**config.mk**
```make
export PLATFORM = sky130hd
export DESIGN_NAME = l1_request_responder_flat
export DESIGN_NICKNAME = d
export VERILOG_FILES = /design/src/rtl/l1_request_responder_if.sv /design/src/rtl/l1_request_responder.sv /design/src/flat_wrapper.sv
export SDC_FILE = /design/constraint.sdc
export NUM_CORES = 1
export LEC_CHECK = 0
export ABC_AREA = 1
export CORE_MARGIN = 4
export CORE_UTILIZATION = 30
export DETAILED_ROUTE_END_ITERATION = 8
export SYNTH_ARGS = -nofsm -noshare
export SYNTH_HDL_FRONTEND = slang
export SYNTH_SLANG_ARGS = --single-unit
```
**constraint.sdc**
```tcl
create_clock -name clk -period 4.1 [get_ports clk]
set_input_delay 0.615 -clock clk [delete_from_list [all_inputs] [get_ports clk]]
set_output_delay 0.615 -clock clk [all_outputs]
set_load 0.02 [all_outputs]
```
**src/rtl/l1_request_responder_if.sv**
```systemverilog
// l1_request_responder_if: processor, directory and invalidation channels of the L1 responder.
// Rev 1.0
`default_nettype none

interface l1_request_responder_if #(
  parameter int ADDR_W = 8,
  parameter int DATA_W = 8
);
  logic              proc_valid;
  logic              proc_op;
  logic [ADDR_W-1:0] proc_addr;
  logic [DATA_W-1:0] proc_data;
  logic              proc_ready;
  logic              resp_valid;
  logic [DATA_W-1:0] resp_data;

  logic              dir_req_valid;
  logic [1:0]        dir_req_type;
  logic [ADDR_W-1:0] dir_req_addr;
  logic [DATA_W-1:0] dir_req_data;
  logic              dir_req_ready;
  logic              dir_rsp_valid;
  logic [DATA_W-1:0] dir_rsp_data;

  logic              inv_valid;
  logic [ADDR_W-1:0] inv_addr;
  logic              inv_ready;
  logic              inv_ack;
  logic              inv_dirty;
  logic [DATA_W-1:0] inv_data;

  modport master (
    output proc_valid, proc_op, proc_addr, proc_data,
    input  proc_ready, resp_valid, resp_data,
    input  dir_req_valid, dir_req_type, dir_req_addr, dir_req_data,
    output dir_req_ready, dir_rsp_valid, dir_rsp_data,
    output inv_valid, inv_addr,
    input  inv_ready, inv_ack, inv_dirty, inv_data
  );

  modport slave (
    input  proc_valid, proc_op, proc_addr, proc_data,
    output proc_ready, resp_valid, resp_data,
    output dir_req_valid, dir_req_type, dir_req_addr, dir_req_data,
    input  dir_req_ready, dir_rsp_valid, dir_rsp_data,
    input  inv_valid, inv_addr,
    output inv_ready, inv_ack, inv_dirty, inv_data
  );
endinterface

`default_nettype wire

```
**src/rtl/l1_request_responder.sv**
```systemverilog
// l1_request_responder: direct-mapped MSI L1 that serves processor instructions and directory invalidations.
// Rev 1.0
`default_nettype none

module l1_request_responder #(
  parameter int ADDR_W = 8,
  parameter int DATA_W = 8,
  parameter int LINES  = 4
) (
  input  logic                  clk,
  input  logic                  rst,
  l1_request_responder_if.slave bus
);
  localparam int IDX_W = $clog2(LINES);
  localparam int TAG_W = ADDR_W - IDX_W;
  localparam logic [1:0] REQ_GETS = 2'b00;
  localparam logic [1:0] REQ_GETM = 2'b01;
  localparam logic [1:0] REQ_WB   = 2'b10;

  typedef enum logic [2:0] {
    IDLE      = 3'd0,
    WB_REQ    = 3'd1,
    MISS_REQ  = 3'd2,
    MISS_WAIT = 3'd3,
    RESP      = 3'd4
  } state_t;

  typedef enum logic [1:0] {
    LN_I = 2'd0,
    LN_S = 2'd1,
    LN_M = 2'd2
  } line_t;

  state_t state, state_nx;

  line_t             line_st   [LINES];
  logic [TAG_W-1:0]  line_tag  [LINES];
  logic [DATA_W-1:0] line_data [LINES];

  logic              op_q;
  logic [ADDR_W-1:0] addr_q;
  logic [DATA_W-1:0] wdata_q;
  logic              inv_ack_q;
  logic              inv_dirty_q;
  logic [DATA_W-1:0] inv_data_q;

  logic [IDX_W-1:0] acc_idx, cur_idx, inv_idx;
  logic [TAG_W-1:0] acc_tag, cur_tag, inv_tag;
  logic             accept, acc_hit, inv_fire, inv_hit;

  assign acc_idx = bus.proc_addr[IDX_W-1:0];
  assign acc_tag = bus.proc_addr[ADDR_W-1:IDX_W];
  assign cur_idx = addr_q[IDX_W-1:0];
  assign cur_tag = addr_q[ADDR_W-1:IDX_W];
  assign inv_idx = bus.inv_addr[IDX_W-1:0];
  assign inv_tag = bus.inv_addr[ADDR_W-1:IDX_W];

  // An invalidation presented in IDLE blocks acceptance in the same cycle.
  assign accept   = (state == IDLE) && bus.proc_valid && !bus.inv_valid;
  assign acc_hit  = (line_st[acc_idx] != LN_I) && (line_tag[acc_idx] == acc_tag);
  assign inv_fire = bus.inv_valid && ((state == IDLE) || (state == MISS_WAIT));
  assign inv_hit  = (line_st[inv_idx] != LN_I) && (line_tag[inv_idx] == inv_tag);

  assign bus.inv_ack   = inv_ack_q;
  assign bus.inv_dirty = inv_dirty_q;
  assign bus.inv_data  = inv_data_q;

  always_ff @(posedge clk or posedge rst) begin
    if (rst) state <= IDLE;
    else     state <= state_nx;
  end

  always_comb begin
    state_nx          = state;
    bus.proc_ready    = 1'b0;
    bus.resp_valid    = 1'b0;
    bus.resp_data     = '0;
    bus.dir_req_valid = 1'b0;
    bus.dir_req_type  = REQ_GETS;
    bus.dir_req_addr  = '0;
    bus.dir_req_data  = '0;
    bus.inv_ready     = 1'b0;
    case (state)
      IDLE: begin
        bus.proc_ready = !bus.inv_valid;
        bus.inv_ready  = 1'b1;
        if (accept) begin
          if (acc_hit && (!bus.proc_op || line_st[acc_idx] == LN_M))
            state_nx = RESP;
          else if (!acc_hit && line_st[acc_idx] == LN_M)
            state_nx = WB_REQ;
          else
            state_nx = MISS_REQ;
        end
      end
      WB_REQ: begin
        bus.dir_req_valid = 1'b1;
        bus.dir_req_type  = REQ_WB;
        bus.dir_req_addr  = {line_tag[cur_idx], cur_idx};
        bus.dir_req_data  = line_data[cur_idx];
        if (bus.dir_req_ready) state_nx = MISS_REQ;
      end
      MISS_REQ: begin
        bus.dir_req_valid = 1'b1;
        bus.dir_req_type  = op_q ? REQ_GETM : REQ_GETS;
        bus.dir_req_addr  = addr_q;
        if (bus.dir_req_ready) state_nx = MISS_WAIT;
      end
      MISS_WAIT: begin
        bus.inv_ready = 1'b1;
        if (bus.dir_rsp_valid) state_nx = RESP;
      end
      RESP: begin
        bus.resp_valid = 1'b1;
        bus.resp_data  = line_data[cur_idx];
        state_nx       = IDLE;
      end
      default: state_nx = IDLE;
    endcase
  end

  always_ff @(posedge clk or posedge rst) begin
    if (rst) begin
      for (int i = 0; i < LINES; i++) begin
        line_st[i]   <= LN_I;
        line_tag[i]  <= '0;
        line_data[i] <= '0;
      end
      op_q        <= 1'b0;
      addr_q      <= '0;
      wdata_q     <= '0;
      inv_ack_q   <= 1'b0;
      inv_dirty_q <= 1'b0;
      inv_data_q  <= '0;
    end else begin
      inv_ack_q   <= inv_fire;
      inv_dirty_q <= inv_fire && inv_hit && (line_st[inv_idx] == LN_M);
      inv_data_q  <= (inv_fire && inv_hit) ? line_data[inv_idx] : '0;
      if (inv_fire && inv_hit) line_st[inv_idx] <= LN_I;

      if (accept) begin
        op_q    <= bus.proc_op;
        addr_q  <= bus.proc_addr;
        wdata_q <= bus.proc_data;
        if (bus.proc_op && acc_hit && line_st[acc_idx] == LN_M)
          line_data[acc_idx] <= bus.proc_data;
      end

      if (state == WB_REQ && bus.dir_req_ready) line_st[cur_idx] <= LN_I;

      // Placed after the invalidation so a same-cycle fill of that line wins.
      if (state == MISS_WAIT && bus.dir_rsp_valid) begin
        line_tag[cur_idx]  <= cur_tag;
        line_st[cur_idx]   <= op_q ? LN_M : LN_S;
        line_data[cur_idx] <= op_q ? wdata_q : bus.dir_rsp_data;
      end
    end
  end
endmodule

`default_nettype wire

```
**src/flat_wrapper.sv**
```systemverilog
// flat-port wrapper written by rule: the top's interface ports become plain ports
module l1_request_responder_flat 
#(
  parameter int ADDR_W = 8,
  parameter int DATA_W = 8,
  parameter int LINES  = 4
)
  (clk, rst, bus_proc_valid, bus_proc_op, bus_proc_addr, bus_proc_data, bus_proc_ready, bus_resp_valid, bus_resp_data, bus_dir_req_valid, bus_dir_req_type, bus_dir_req_addr, bus_dir_req_data, bus_dir_req_ready, bus_dir_rsp_valid, bus_dir_rsp_data, bus_inv_valid, bus_inv_addr, bus_inv_ready, bus_inv_ack, bus_inv_dirty, bus_inv_data);
  l1_request_responder_if #(.ADDR_W(ADDR_W), .DATA_W(DATA_W)) bus_i ();
  input  logic clk;
  input  logic rst;
  input wire logic [$bits(bus_i.proc_valid)-1:0] bus_proc_valid;
  input wire logic [$bits(bus_i.proc_op)-1:0] bus_proc_op;
  input wire logic [$bits(bus_i.proc_addr)-1:0] bus_proc_addr;
  input wire logic [$bits(bus_i.proc_data)-1:0] bus_proc_data;
  output wire logic [$bits(bus_i.proc_ready)-1:0] bus_proc_ready;
  output wire logic [$bits(bus_i.resp_valid)-1:0] bus_resp_valid;
  output wire logic [$bits(bus_i.resp_data)-1:0] bus_resp_data;
  output wire logic [$bits(bus_i.dir_req_valid)-1:0] bus_dir_req_valid;
  output wire logic [$bits(bus_i.dir_req_type)-1:0] bus_dir_req_type;
  output wire logic [$bits(bus_i.dir_req_addr)-1:0] bus_dir_req_addr;
  output wire logic [$bits(bus_i.dir_req_data)-1:0] bus_dir_req_data;
  input wire logic [$bits(bus_i.dir_req_ready)-1:0] bus_dir_req_ready;
  input wire logic [$bits(bus_i.dir_rsp_valid)-1:0] bus_dir_rsp_valid;
  input wire logic [$bits(bus_i.dir_rsp_data)-1:0] bus_dir_rsp_data;
  input wire logic [$bits(bus_i.inv_valid)-1:0] bus_inv_valid;
  input wire logic [$bits(bus_i.inv_addr)-1:0] bus_inv_addr;
  output wire logic [$bits(bus_i.inv_ready)-1:0] bus_inv_ready;
  output wire logic [$bits(bus_i.inv_ack)-1:0] bus_inv_ack;
  output wire logic [$bits(bus_i.inv_dirty)-1:0] bus_inv_dirty;
  output wire logic [$bits(bus_i.inv_data)-1:0] bus_inv_data;
  assign bus_i.proc_valid = bus_proc_valid;
  assign bus_i.proc_op = bus_proc_op;
  assign bus_i.proc_addr = bus_proc_addr;
  assign bus_i.proc_data = bus_proc_data;
  assign bus_proc_ready = bus_i.proc_ready;
  assign bus_resp_valid = bus_i.resp_valid;
  assign bus_resp_data = bus_i.resp_data;
  assign bus_dir_req_valid = bus_i.dir_req_valid;
  assign bus_dir_req_type = bus_i.dir_req_type;
  assign bus_dir_req_addr = bus_i.dir_req_addr;
  assign bus_dir_req_data = bus_i.dir_req_data;
  assign bus_i.dir_req_ready = bus_dir_req_ready;
  assign bus_i.dir_rsp_valid = bus_dir_rsp_valid;
  assign bus_i.dir_rsp_data = bus_dir_rsp_data;
  assign bus_i.inv_valid = bus_inv_valid;
  assign bus_i.inv_addr = bus_inv_addr;
  assign bus_inv_ready = bus_i.inv_ready;
  assign bus_inv_ack = bus_i.inv_ack;
  assign bus_inv_dirty = bus_i.inv_dirty;
  assign bus_inv_data = bus_i.inv_data;
  l1_request_responder #(.ADDR_W(ADDR_W), .DATA_W(DATA_W), .LINES(LINES)) u_core (.clk(clk), .rst(rst), .bus(bus_i));
endmodule
```
# ---- Yosys cells after proc, flatten, opt, wreduce, memory -nomap -nowiden
# Cells that the tools add are included.
dict set report word_totals {
  out_inout_bits 40
  regBits 94
  inputBits 39
  wordCells 131
}
dict set report classes {
  n_reduce_logical 27
  bitwise 7
  mux 60
  eq_ne 12
  n_lt_le_gt_ge 6
}
# operator n
set op_table {}
lappend op_table {{$mux 8} 13}
lappend op_table {{$mux 32} 3}
lappend op_table {{$bwmux 32} 2}
lappend op_table {{$mux 6} 7}
lappend op_table {{$bmux 6 s2} 3}
lappend op_table {{$bmux 8 s2} 2}
lappend op_table {{$demux 8 s2} 2}
lappend op_table {{$bwmux 24} 1}
lappend op_table {{$and 8x8->8} 2}
lappend op_table {{$logic_and 1x1->1} 16}
lappend op_table {{$mux 2} 8}
lappend op_table {{$not 8->8} 2}
lappend op_table {{$pmux 8 s2} 1}
lappend op_table {{$mux 3} 5}
lappend op_table {{$demux 6 s2} 1}
lappend op_table {{$eq 6x6->1} 2}
lappend op_table {{$pmux 3 s4} 1}
lappend op_table {{$ge 3x3->1 const B} 3}
lappend op_table {{$lt 3x1->1 const B} 3}
lappend op_table {{$not 2->3} 3}
lappend op_table {{$bmux 2 s2} 2}
lappend op_table {{$bwmux 8} 1}
lappend op_table {{$demux 2 s2} 2}
lappend op_table {{$eq 3x2->1 const B} 2}
lappend op_table {{other kinds (13)} 25}

# ---- Longest topological paths before layout
dict set report depth {
  word_depth 12
  mapped_depth 18
  mapped_depth_nobuf 15
}

# ---- Worst setup path after synthesis
# Ideal clock, no wire load.
dict set report synth_path {
  kind {register to output}
  start {register u_core.state[1]}
  end {output bus_dir_req_addr[0]}
  required_ns 3.485
  path_stages_with_launch 6
  arrival_ns 1.951
  n_path_buf 0
  path_slack_ns 1.534
  path_cell_list {dfrtp_1 > nor3_2 > clkinv_1 > nand2_1 > inv_1 > nor2_1}
}
dict set report synth_between {
  elab_chain_cells 2
  elab_cells_between_ends 3
  cone_classes {eq/ne: 2; mux: 1}
}
# item line
set synth_lines {}
lappend synth_lines {{start: declaration} l1_request_responder.sv:34} ;# state_t state, state_nx;
lappend synth_lines {{start signal: assignment} l1_request_responder.sv:70} ;# else state <= state_nx;
lappend synth_lines {{$eq 3x2->1 / $eq 3x1->1 (equally long branches)} l1_request_responder.sv:83} ;# case (state)
lappend synth_lines {{$pmux 8 s2 (*)} l1_request_responder.sv:83}
lappend synth_lines {{end: declaration} flat_wrapper.sv:21} ;# output wire logic [$bits(bus_i.dir_req_addr)-1:0] bus_dir_req_addr;
# Mark *: on every way between the ends. The rest lies on a longest branch, timed or not.

# ---- Worst setup path after layout
# Ends and elaborated chain as after synthesis.

==> run summary <==
The flow ran to the end, and the final reports show no timing, DRC or antenna violations. The critical path starts at u_core.state[1]. The final setup skew is 5.116 ps.

The die height came out at 149.8 µm. The average wire length per cell after detail routing is 17.06 µm. The critical path goes through nor3_2 > clkinv_1 > nand2_1 > inv_1 > nor2_1 > clkdlybuf4s50_1. The clock period minus worst slack came out at 3821 ps. The setup-violating endpoint count in the final report came out at 0.

The die area is 0.02245 mm². The cell type with the highest aggregate area in the netlist is sky130_fd_sc_hd__dfrtp_1. The final weighted congestion in routability-driven placement came out at 0.8873.

The number of buffers added by the clock tree synthesis step came out at 9. Static timing analysis puts the maximum clock frequency at 261.7 MHz. The row count is 51. For this run, the leading register cell type out of synthesis is sky130_fd_sc_hd__dfrtp_1.

The total vias in the final route is 6089. The synthesized netlist cell count came out at 890. The design draws 4914 µW. The number of filler instances in the final layout came out at 2121. In this run, post-CTS repair resized a total of 0 instances. The netlist uses 34 different library cells. In the global route stage, overall resource usage came out at 0.1888.

Across the whole layout, storage elements account for 0.002352 mm². The mapped cell area is 0.006035 mm². The sum of buffers and inverters on the critical path is 3. The number of iterations in the first detailed-routing pass is 5. The core footprint came out at 0.01965 mm².

The maximum number of pins on one net before global-route repair came out at 57. The worst endpoint data arrival time is 3210 ps. The startpoint class of the critical path is a register. The final layout net count is 994. The delay contributed by the slowest stage of the critical path came out at 650 ps. The number of sinks on the clock net is 94. The number of antenna violations at the first check in global routing is 0. The total setup buffers inserted after CTS is 0. Dividing the detail-routed via count by the number of cells gives 4.979. The area growth from synthesis to final layout is 21.71%. The global route total overflow came out at 0. The async set-or-reset flop fraction in the synthesized netlist is 1.000. The sequential-to-total area share from yosys stat is 0.3898.

The initial utilization of the core area, before any placement, comes to 0.3070. TritonCTS built the clock tree. The share of Yosys cell area claimed by the top area cell type is 0.3898. The number of global-route vias before repair came out at 5564. The worst voltage drop across the vdd grid is 0.2127 mV. By instance count, the leading cell after synthesis is sky130_fd_sc_hd__nand2_1. The power density over the cells is 669.0 mW/mm².

Each instance of the synthesized netlist takes up on average 6.780 µm². In the post-synthesis netlist, the biggest area contributors are sky130_fd_sc_hd__dfrtp_1 (39%), sky130_fd_sc_hd__nand2_1 (18%), sky130_fd_sc_hd__inv_1 (7.3%). The initial detailed-routing violation count is 701.

Among all stages on the critical path, the largest delay is contributed by sky130_fd_sc_hd__clkdlybuf4s50_1. The first-pass GRT wire length came out at 32540 µm. The total area of multi-input combinational cells came out at 0.003002 mm². Synthesis inferred 94 register bits. For this run, the number of Yosys warnings is 0. The least setup slack across all paths after layout came out at 279.5 ps. The number of placed I/O pins is 79. The width of the die is 149.8 µm. The required time of the critical path came out at 3480 ps.

The worst setup path is captured at an output port. Of the cells placed in the final design, the portion with a size suffix greater than 1 is 0.04802. In this run the worst hold path is classified as reg -> reg. Buffers inserted to repair hold after CTS numbered 0. The CTS H-tree depth came out at 3. The max-slew violation count came out at 0. Setup repair after global routing left no endpoint under its margin. In this run the tool buffered the top-level ports with 78 buffer cells. The deepest clock path buffer count came out at 2.

The startpoint of the most critical register-to-register path is u_core.state[1]. In the finished design, the share of the clock period the worst path needs comes to 0.9318. Once detail routing completed, the nets flagged for antenna violations numbered 0. The routed wire length came out at 20870 µm. The final worst hold slack is 491.3 ps. At the later pin of the worst-skew pair, clock insertion delay measures 360 ps.

Counting flops with a built-in enable in the synthesized netlist gives 0. When the netlist entered floorplanning its net count stood at 929. At the pin with the least slew margin, the transition time is 938.7 ps. The setup TNS is 0 ps. Summed over all nets, the half-perimeter wirelength after detailed placement is 15170 µm.

The max-cap check violation count is 0. By count the netlist is led by sky130_fd_sc_hd__nand2_1 (295), sky130_fd_sc_hd__inv_1 (117), sky130_fd_sc_hd__dfrtp_1 (94). The worst setup timing slack at the placement stage came out at 693.3 ps. The clock-pin transition on the worst setup and hold timing paths came out at 70 ps.

The launch instance of the worst min-delay path is u_core.wdata_q[5]. The count of inserted antenna diode cells came out at 0. The final core utilization is 0.3737. The final hold violation count is 0. The worst max-slew margin expressed relative to the limit is 0.3719. The root buffer cell is sky130_fd_sc_hd__clkbuf_16. The worst setup path category is reg -> out.

The cell class contributing the biggest share of worst-path delay is buffers and inverters. After detailed routing, the number of remaining DRC violations is 0. The reported leakage power is 0.003573 µW. Along the worst path, the maximum fanout reaches 10.
## cell type report
class,count,share of cell area
inverters,124,0.06371
multi-input cells,632,0.4087
clock buffers,13,0.03543
repair buffers,94,0.1227
flip-flops and latches,94,0.3203
clock inverters,1,0.004089
well taps,265,0.04514
## path summary, 6_finish.rpt
kind	end	slack, ps	cells after the start
setup reg to reg	u_core.line_st[3]	1570	8
setup / recovery	bus_dir_req_addr[0]	280	6
hold reg to reg	u_core.wdata_q[5]	490	2
min in group asynchronous	u_core.addr_q[3]	730	2
hold / removal	u_core.wdata_q[5]	490	2
max in group asynchronous	u_core.line_data[25]	2610	3
## cells by family after synthesis
group           synth area share
mux                      0.01327
xor+xnor                0.001452
compound gates            0.1476
simple gates              0.3351
flops                     0.3898
buf+inv                   0.1128
## worst register-to-register path, delay by kind of cell, from the launching register on
kind	cells	cell delay, ps
flip-flops	1	420
buffers and inverters	2	720
AND/OR/NAND/NOR	5	1200
AO/OA/AOI/OAI	1	70
## sequential cells by signal, summed over array words and instances, names as in the netlist
register              flops
u_core.line_data         32
u_core.line_tag          24
u_core.addr_q             8
u_core.bus.inv_data       8
u_core.line_st            8
u_core.wdata_q            8
u_core.state              3
u_core.bus.inv_ack        1
u_core.bus.inv_dirty      1
u_core.op_q               1
## cells in the final DEF (no fill, tap or decap), types with 11 or more instances in the layout
master                            Yosys  layout
sky130_fd_sc_hd__nand2_1            295     295
sky130_fd_sc_hd__inv_1              117     116
sky130_fd_sc_hd__dfrtp_1             94      94
sky130_fd_sc_hd__o21ai_0             86      86
sky130_fd_sc_hd__clkdlybuf4s50_1      0      78
sky130_fd_sc_hd__nor2_1              65      65
sky130_fd_sc_hd__nand3_1             50      50
sky130_fd_sc_hd__nand4_1             36      36
sky130_fd_sc_hd__o22ai_1             24      24
sky130_fd_sc_hd__a221oi_1            17      17
sky130_fd_sc_hd__buf_4                5      16
sky130_fd_sc_hd__a21oi_1             11      11
## power breakdown
part	switching, µW	internal (µW)
Clock	364	500
Sequential	401	1340
Combinational	1470	840
Total	2240	2680
## stage by stage
step,std cells,instance area (µm²)
5_1_grt,1223,7345
6_report,1223,7345
2_1_floorplan,890,6035
3_5_place_dp,1209,7054
3_3_place_gp,1209,7054
4_1_cts,1223,7345
## layer usage
layer | GRT usage | part of all wire | vias up
met1 | 0.2749 | 0.47 | 2799
met2 | 0.2829 | 0.43 | 241
met4 | 0.07182 | 0.023 | 0
met5 | 0 | 0 | -
li1 | - | - | 3024
met3 | 0.02695 | 0.073 | 25
(Power assumes the default switching activity.)
